$ cat config.mk
export PLATFORM = sky130hd
export DESIGN_NAME = util_trafic_rate_meter
export DESIGN_NICKNAME = d
export VERILOG_FILES = /design/src/rtl/util_trafic_pkg.sv /design/src/rtl/util_trafic_rate_meter.sv
export SDC_FILE = /design/constraint.sdc
export NUM_CORES = 1
export LEC_CHECK = 0
export CAP_MARGIN = 40
export CORE_ASPECT_RATIO = 0.6
export CORE_MARGIN = 2
export CORE_UTILIZATION = 35
export CTS_CLUSTER_SIZE = 25
export DETAILED_ROUTE_END_ITERATION = 7
export PLACE_DENSITY_LB_ADDON = 0.15
export SLEW_MARGIN = 20
export SYNTH_ARGS = -nofsm -noshare
export SYNTH_HDL_FRONTEND = slang
export SYNTH_SLANG_ARGS = --single-unit
export TNS_END_PERCENT = 30
$ cat constraint.sdc
create_clock -name clk -period 2 [get_ports clk]
set_input_delay 0.4 -clock clk [delete_from_list [all_inputs] [get_ports clk]]
set_output_delay 0.4 -clock clk [all_outputs]
set_load 0.1 [all_outputs]
$ cat src/rtl/util_trafic_pkg.sv
// Shared definitions for the traffic checker/generator utilities: FSM states,
// backpressure LFSR constants and saturating-counter helpers.
package util_trafic_pkg;

  typedef enum logic [1:0] {
    ST_IDLE  = 2'd0,
    ST_SYNC  = 2'd1,
    ST_CHECK = 2'd2
  } chk_state_e;

  localparam logic [15:0] LFSR_SEED = 16'hACE1;
  // Taps 16,14,13,11 of a right-shifting Fibonacci LFSR land on bits 0,2,3,5.
  localparam logic [15:0] LFSR_TAPS = 16'h002D;

  localparam logic [31:0] SAT32_MAX = 32'hFFFF_FFFF;

  function automatic logic [31:0] sat_inc32(input logic [31:0] v, input logic inc);
    return (inc && (v != SAT32_MAX)) ? v + 32'd1 : v;
  endfunction

  function automatic logic [15:0] lfsr_next(input logic [15:0] v);
    return {^(v & LFSR_TAPS), v[15:1]};
  endfunction

endpackage

$ cat src/rtl/util_trafic_rate_meter.sv
// Beats-per-window meter: free-running window counter, saturating accumulator
// and a latched result that updates once per completed window.
module util_trafic_rate_meter
  import util_trafic_pkg::*;
#(
  parameter int unsigned WINDOW = 150_000_000
) (
  input  logic        clk,
  input  logic        rstn,
  input  logic        en,
  input  logic        clr,
  input  logic        beat,
  output logic [31:0] rate_cnt
);

  localparam int unsigned          WIN_W    = $clog2(WINDOW);
  localparam logic [WIN_W-1:0]     WIN_LAST = WIN_W'(WINDOW - 1);

  logic [WIN_W-1:0] win_q, win_d;
  logic [31:0]      acc_q, acc_d;
  logic [31:0]      rate_q, rate_d;

  // NOTE: every always_comb output gets a default first, so no path can infer a latch.
  always_comb begin
    win_d  = win_q;
    acc_d  = acc_q;
    rate_d = rate_q;
    if (clr) begin
      win_d  = '0;
      acc_d  = '0;
      rate_d = '0;
    end else if (!en) begin
      win_d = '0;
      acc_d = '0;
    end else if (win_q == WIN_LAST) begin
      // A beat landing on the last cycle belongs to the window that closes now.
      rate_d = sat_inc32(acc_q, beat);
      acc_d  = '0;
      win_d  = '0;
    end else begin
      acc_d = sat_inc32(acc_q, beat);
      win_d = win_q + WIN_W'(1);
    end
  end

  // NOTE: sequential state uses non-blocking assignments only, so all flops sample together.
  always_ff @(posedge clk or negedge rstn) begin
    if (!rstn) begin
      win_q  <= '0;
      acc_q  <= '0;
      rate_q <= '0;
    end else begin
      win_q  <= win_d;
      acc_q  <= acc_d;
      rate_q <= rate_d;
    end
  end

  assign rate_cnt = rate_q;

endmodule

Word level (Yosys, flattened, before mapping)
Cells that the tools add are included.
- bits in writable memories: 0
- memory bits (read-only): 0
- output and inout port bits: 32
- bits in latches: 0
- memories kept: 0
- word-level logic and storage cells: 21
- register bits: 92
- bits of input ports: 5
- add/sub/neg operators: 2
- multiplexer cells: 10
- magnitude comparators: 0
- bitwise logic cells: 0
- equal/unequal tests: 2
- divide/modulo/power cells: 0
- reduce and logical (&&, ||, !) cells: 4
- multiply operators: 0
- shift operators: 0
- operator list (operator ; number):
    32-bit 2-to-1 mux ; 7
    28-bit 2-to-1 mux ; 3
    32-bit by 1-bit adder with 32-bit output (second input constant) ; 1
    32-bit inequality test (second input constant) ; 1
    28-bit by 1-bit adder with 28-bit output (second input constant) ; 1
    28-bit == test (second input constant) ; 1
    2-bit nonzero test ; 2
    2-bit AND reduction ; 1
    1-bit logical AND ; 1

Longest topological paths before layout
- word-level depth: 6
- mapped depth: 8
- depth with buffers taken out: 7

Worst setup path before layout
No wires, ideal clock.
- path type: reg2reg
- start point: register acc_q[0]
- end point: register rate_q[10] (netlist: rate_cnt[10])
- data arrival time: 1.740 ns
- data required time: 1.870 ns
- setup time: 0.130 ns
- cell stages (with the launch flop): 8
- setup slack: 0.130 ns
- buffers on the path: 0
- cell sequence: dfrtp_1 ha_1 nand4_2 nor3_4 nand2_1 o2111ai_1 xor2_1 o21ai_0
- longest elaborated chain between the ends: 6
- elaborated cells on any way between the ends: 7
- those cells by class: add/sub (1); eq/ne (1); mux (4); reduce/logical (1)
- RTL lines (element ; RTL line ; RTL):
    start: declaration ; util_trafic_rate_meter.sv:20 ; logic [31:0] acc_q, acc_d;
    start signal: assignment ; util_trafic_rate_meter.sv:50 ; acc_q <= '0;
    start signal: assignment ; util_trafic_rate_meter.sv:54 ; acc_q <= acc_d;
    parallel branches: the longest is 2 deep, another holds 32-bit by 1-bit adder with 32-bit output ; n/a ;
    32-bit 2-to-1 mux (*) ; n/a ;
    32-bit 2-to-1 mux (*) ; util_trafic_rate_meter.sv:35 ; end else if (win_q == WIN_LAST) begin
    32-bit 2-to-1 mux (*) ; util_trafic_rate_meter.sv:32 ; end else if (!en) begin
    32-bit 2-to-1 mux (*) ; util_trafic_rate_meter.sv:28 ; if (clr) begin
    end signal: assignment ; util_trafic_rate_meter.sv:55 ; rate_q <= rate_d;
    end: declaration ; util_trafic_rate_meter.sv:21 ; logic [31:0] rate_q, rate_d;
Mark *: on every way between the ends. The select of a mux whose other input is x is not followed.
A chain may end at the register's enable or synchronous reset.

Final worst setup path
- start point: register acc_q[1]
- end point: register acc_q[15]
- longest elaborated chain between the ends: 6
- elaborated cells on any way between the ends: 7
- those cells by class: add/sub (1); eq/ne (1); mux (4); reduce/logical (1)
- RTL lines (element ; RTL line ; RTL):
    parallel branches: the longest is 2 deep, another holds 32-bit by 1-bit adder with 32-bit output ; n/a ;
    32-bit 2-to-1 mux (*) ; util_trafic_pkg.sv:18 ; return (inc && (v != SAT32_MAX)) ? v + 32'd1 : v;
    32-bit 2-to-1 mux (*) ; util_trafic_rate_meter.sv:35 ;
    32-bit 2-to-1 mux (*) ; util_trafic_rate_meter.sv:32 ;
    32-bit 2-to-1 mux (*) ; util_trafic_rate_meter.sv:28 ;
    via acc_d[15] ; util_trafic_rate_meter.sv:20 ;
Mark *: on every way through the listed nets, which the timed path passes.

==> flow_summary.yaml <==
setup_path:
  regToRegSetupSlack_ns: 0.01
  ff2ff_path_depth: 9
  timing.critical_path.from_type: "flip-flop"
  critPathArrivalTime_ns: 2.22
  endpoint_class_of_the_critical_path: "flip-flop"
  critical_path_fanouts_max: 5
  cp.required_ns: 2.24
  worstSetupPathType: "flip-flop to flip-flop"
timing:
  worst_max_slew_margin_expressed_relative_to_the_limit_pct: 66.0
  layout_worst_path_cycle_share_pct: 99.3
  hold_slack_ns: 0.477
  rsz0062_at_grt: "yes"
  shortest_period_the_worst_path_allows_ns: 1.99
  report.final.slew_viol_count: 0
  worst_slack_ns: 0.0137
  finalSetupTns_ns: 0
  fmaxAchievable_ghz: 0.503
  hold_violations: 0
  final.setup_skew_ns: 0.00445
  timing.final.setup_violations: 0
  timing_worst_slew_pin_value_ns: 0.505
routing:
  num_vias: 3334
  detail_route.iter0.violations: 123
  drc_errors: 0
  drt.antenna.violating_nets: 0
  routed_wirelength_um: 10600
  routed_wire_length_per_instance_um: 15.6
  drt_pre_antenna_iters: 4
  via_per_inst: 4.92
cells_and_area:
  flow.area_growth_from_synthesis_pct: 31.5
  design.final.nets: 515
  final_cell_area_sq_um: 5590
  drive_gt1_share_pct: 26.1
  layout.core_utilization_pct: 46.8
  n_antenna_cell: 0
placed_design:
  globalplace.congestion: 0.797
  dp_worst_setup_slack_ns: -0.150
  detailed_placement_hpwl_um: 7200
  place.port_buffers: 36
  dpl_cell_area_sq_um: 5020
yosys:
  synthArstFlopShare_pct: 100
  synthesis.area_sq_um: 4250
  synth.top_cells.by_area: "sky130_fd_sc_hd__dfrtp_1 54%, sky130_fd_sc_hd__xor2_1 7.2%, sky130_fd_sc_hd__nor2_1 5.5%, sky130_fd_sc_hd__nand2_1 4.6%, sky130_fd_sc_hd__o21ai_0 3.8%"
  post_synth_num_cell_types: 40
  yosysWarnings: 0
  ys.flop_type: "sky130_fd_sc_hd__dfrtp_1"
  synth_nets: 436
  seq_area_frac_synth_pct: 54.1
  postSynthAreaPerCell_sq_um: 9.91
  post_synthesis_cell_type_with_the_largest_combined_area: "sky130_fd_sc_hd__dfrtp_1"
  yosys_register_bits: 92
  synth_top_area_share_pct: 54.1
  synth_enable_flop_cells: 0
  synthesis.instances: 429
grt:
  grt_antenna_before_repair: 0
  grt_pass1_wl_um: 17300
  track_usage_pct: 17.1
  via_count_of_the_first_global_routing_pass: 3301
  grt_max_degree: 42
  global_route.overflow_total: 0
power_and_ir_drop:
  power_density_nw_per_um2: 691
  power_leakage_nw: 2.39
  vdd_drop_max_uv: 394
run_status:
  status: "completed"
cts:
  numCtsBuffers: 9
  clock_insertion_delay_worst_skew_ns: 0.34
  cts_tree: "built"
  cts_max_level: 3
  cts_root_buf: "sky130_fd_sc_hd__clkbuf_16"
  clkSlewWorstSetupHoldPaths_ns: 0.07
  ctsLongestPathBuffers: 2
  cts_num_sinks: 92
die:
  die_y_um: 89.4
  floorplan.die_area_sq_um: 13100
  core.rowCount: 31
  top_level_ports: 37
  core_region_area_sq_um: 11900
  initial_cell_density_of_the_core_pct: 35.6
  die_width_um: 146
hold_path:
  hp-class: "input pin to async pin"
run:
  max-cap-violations: 0
## final timing paths
| path | from | to |
|---|---|---|
| min in group clk | rate_cnt[4]$_DFFE_PN0P_ | rate_cnt[4]$_DFFE_PN0P_ |
| max in group asynchronous | rstn | acc_q[9]$_DFF_PN0_ |
| hold / removal | rstn | win_q[4]$_DFF_PN0_ |
| setup / recovery | acc_q[1]$_DFF_PN0_ | acc_q[15]$_DFF_PN0_ |
| hold reg to reg | rate_cnt[4]$_DFFE_PN0P_ | rate_cnt[4]$_DFFE_PN0P_ |
| setup reg to reg | acc_q[1]$_DFF_PN0_ | acc_q[15]$_DFF_PN0_ |
## layout make-up
cell class | instances | area [sq um]
well taps | 165 | 206
flip-flops and latches | 92 | 2300
clock inverters | 6 | 87.6
fillers | 1153 | 6360
repair buffers | 83 | 704
inverters | 8 | 30.0
clock buffers | 10 | 239
multi-input cells | 314 | 2020
## what timing repair did
item / in CTS / in global routing
hold buffers: 1 / 0
hold endpoints to repair: 18 / 0
setup buffers: 0 / 5
pin swaps: 4 / 12
gates cloned: 0 / 1
setup endpoints to repair: 36 / 85
gates resized for setup: 8 / 26
## state kept, by name, summed over array words and instances (netlist names)
signal / flops
acc_q: 32
rate_cnt: 32
win_q: 28
## per-stage QoR
stage | cells | total power [mW]
2_1_floorplan | 429 | 1.94
3_3_place_gp | 655 | 2.02
3_5_place_dp | 655 | 2.02
4_1_cts | 672 | 3.91
5_1_grt | 678 | 4.00
6_report | 678 | 3.86
## worst max-delay path, cell delays in order (launching register included)
cell	delay, ns
sky130_fd_sc_hd__dfrtp_1	0.41
sky130_fd_sc_hd__ha_4	0.18
sky130_fd_sc_hd__nand4_4	0.13
sky130_fd_sc_hd__nor3_4	0.26
sky130_fd_sc_hd__nand4_1	0.19
sky130_fd_sc_hd__buf_4	0.20
sky130_fd_sc_hd__nand4_1	0.10
sky130_fd_sc_hd__xor2_1	0.22
sky130_fd_sc_hd__buf_4	0.15
sky130_fd_sc_hd__nor2_1	0.03
## report_power, final
group	internal, mW	switching, mW
combinational	0.0421	0.0882
clock	1.13	0.739
sequential	1.86	0.00285
total	3.03	0.830
## synthesized netlist by cell type, types with 6 or more instances
cell,n
sky130_fd_sc_hd__xnor2_1,17
sky130_fd_sc_hd__nor2_1,62
sky130_fd_sc_hd__inv_1,8
sky130_fd_sc_hd__nand2_1,52
sky130_fd_sc_hd__clkbuf_1,6
sky130_fd_sc_hd__and3_1,9
sky130_fd_sc_hd__xor2_1,35
sky130_fd_sc_hd__dfrtp_1,92
sky130_fd_sc_hd__and4_1,6
sky130_fd_sc_hd__nand4_1,19
sky130_fd_sc_hd__nand3_1,27
sky130_fd_sc_hd__nor3_1,10
sky130_fd_sc_hd__o21ai_0,32
sky130_fd_sc_hd__buf_2,7
## metal layers
| metal | wire, um | vias to the layer above | track usage (%) |
|---|---|---|---|
| li1 | - | 1624 | - |
| met1 | 5950 | 1649 | 26.4 |
| met2 | 4150 | 53 | 23.3 |
| met3 | 411 | 8 | 4.59 |
| met4 | 95 | 0 | 4.32 |
| met5 | 0 | - | 0 |
## placed cells by master (no fill, tap or decap), drive strengths merged, types with 12 or more instances in the layout
cell | netlist | layout
nand4 | 21 | 21
dfrtp | 92 | 92
xnor2 | 17 | 17
buf | 9 | 78
nor2 | 63 | 63
nor3 | 12 | 12
o21ai | 37 | 37
nand2 | 52 | 52
xor2 | 35 | 35
nand3 | 29 | 29
## cell families (layout without fill, tap and decap cells)
group           count (synthesis)  after routing  share of synthesized area (%)
compound gates                 48             48                           6.65
flops                          92             92                           54.1
xor+xnor                       52             52                           10.7
simple gates                  210            210                           25.0
mux                             2              2                          0.471
buf+inv                        23            107                           2.41
fa+ha+maj                       2              2                          0.588
Note: power is estimated with default switching activity, not from simulation.
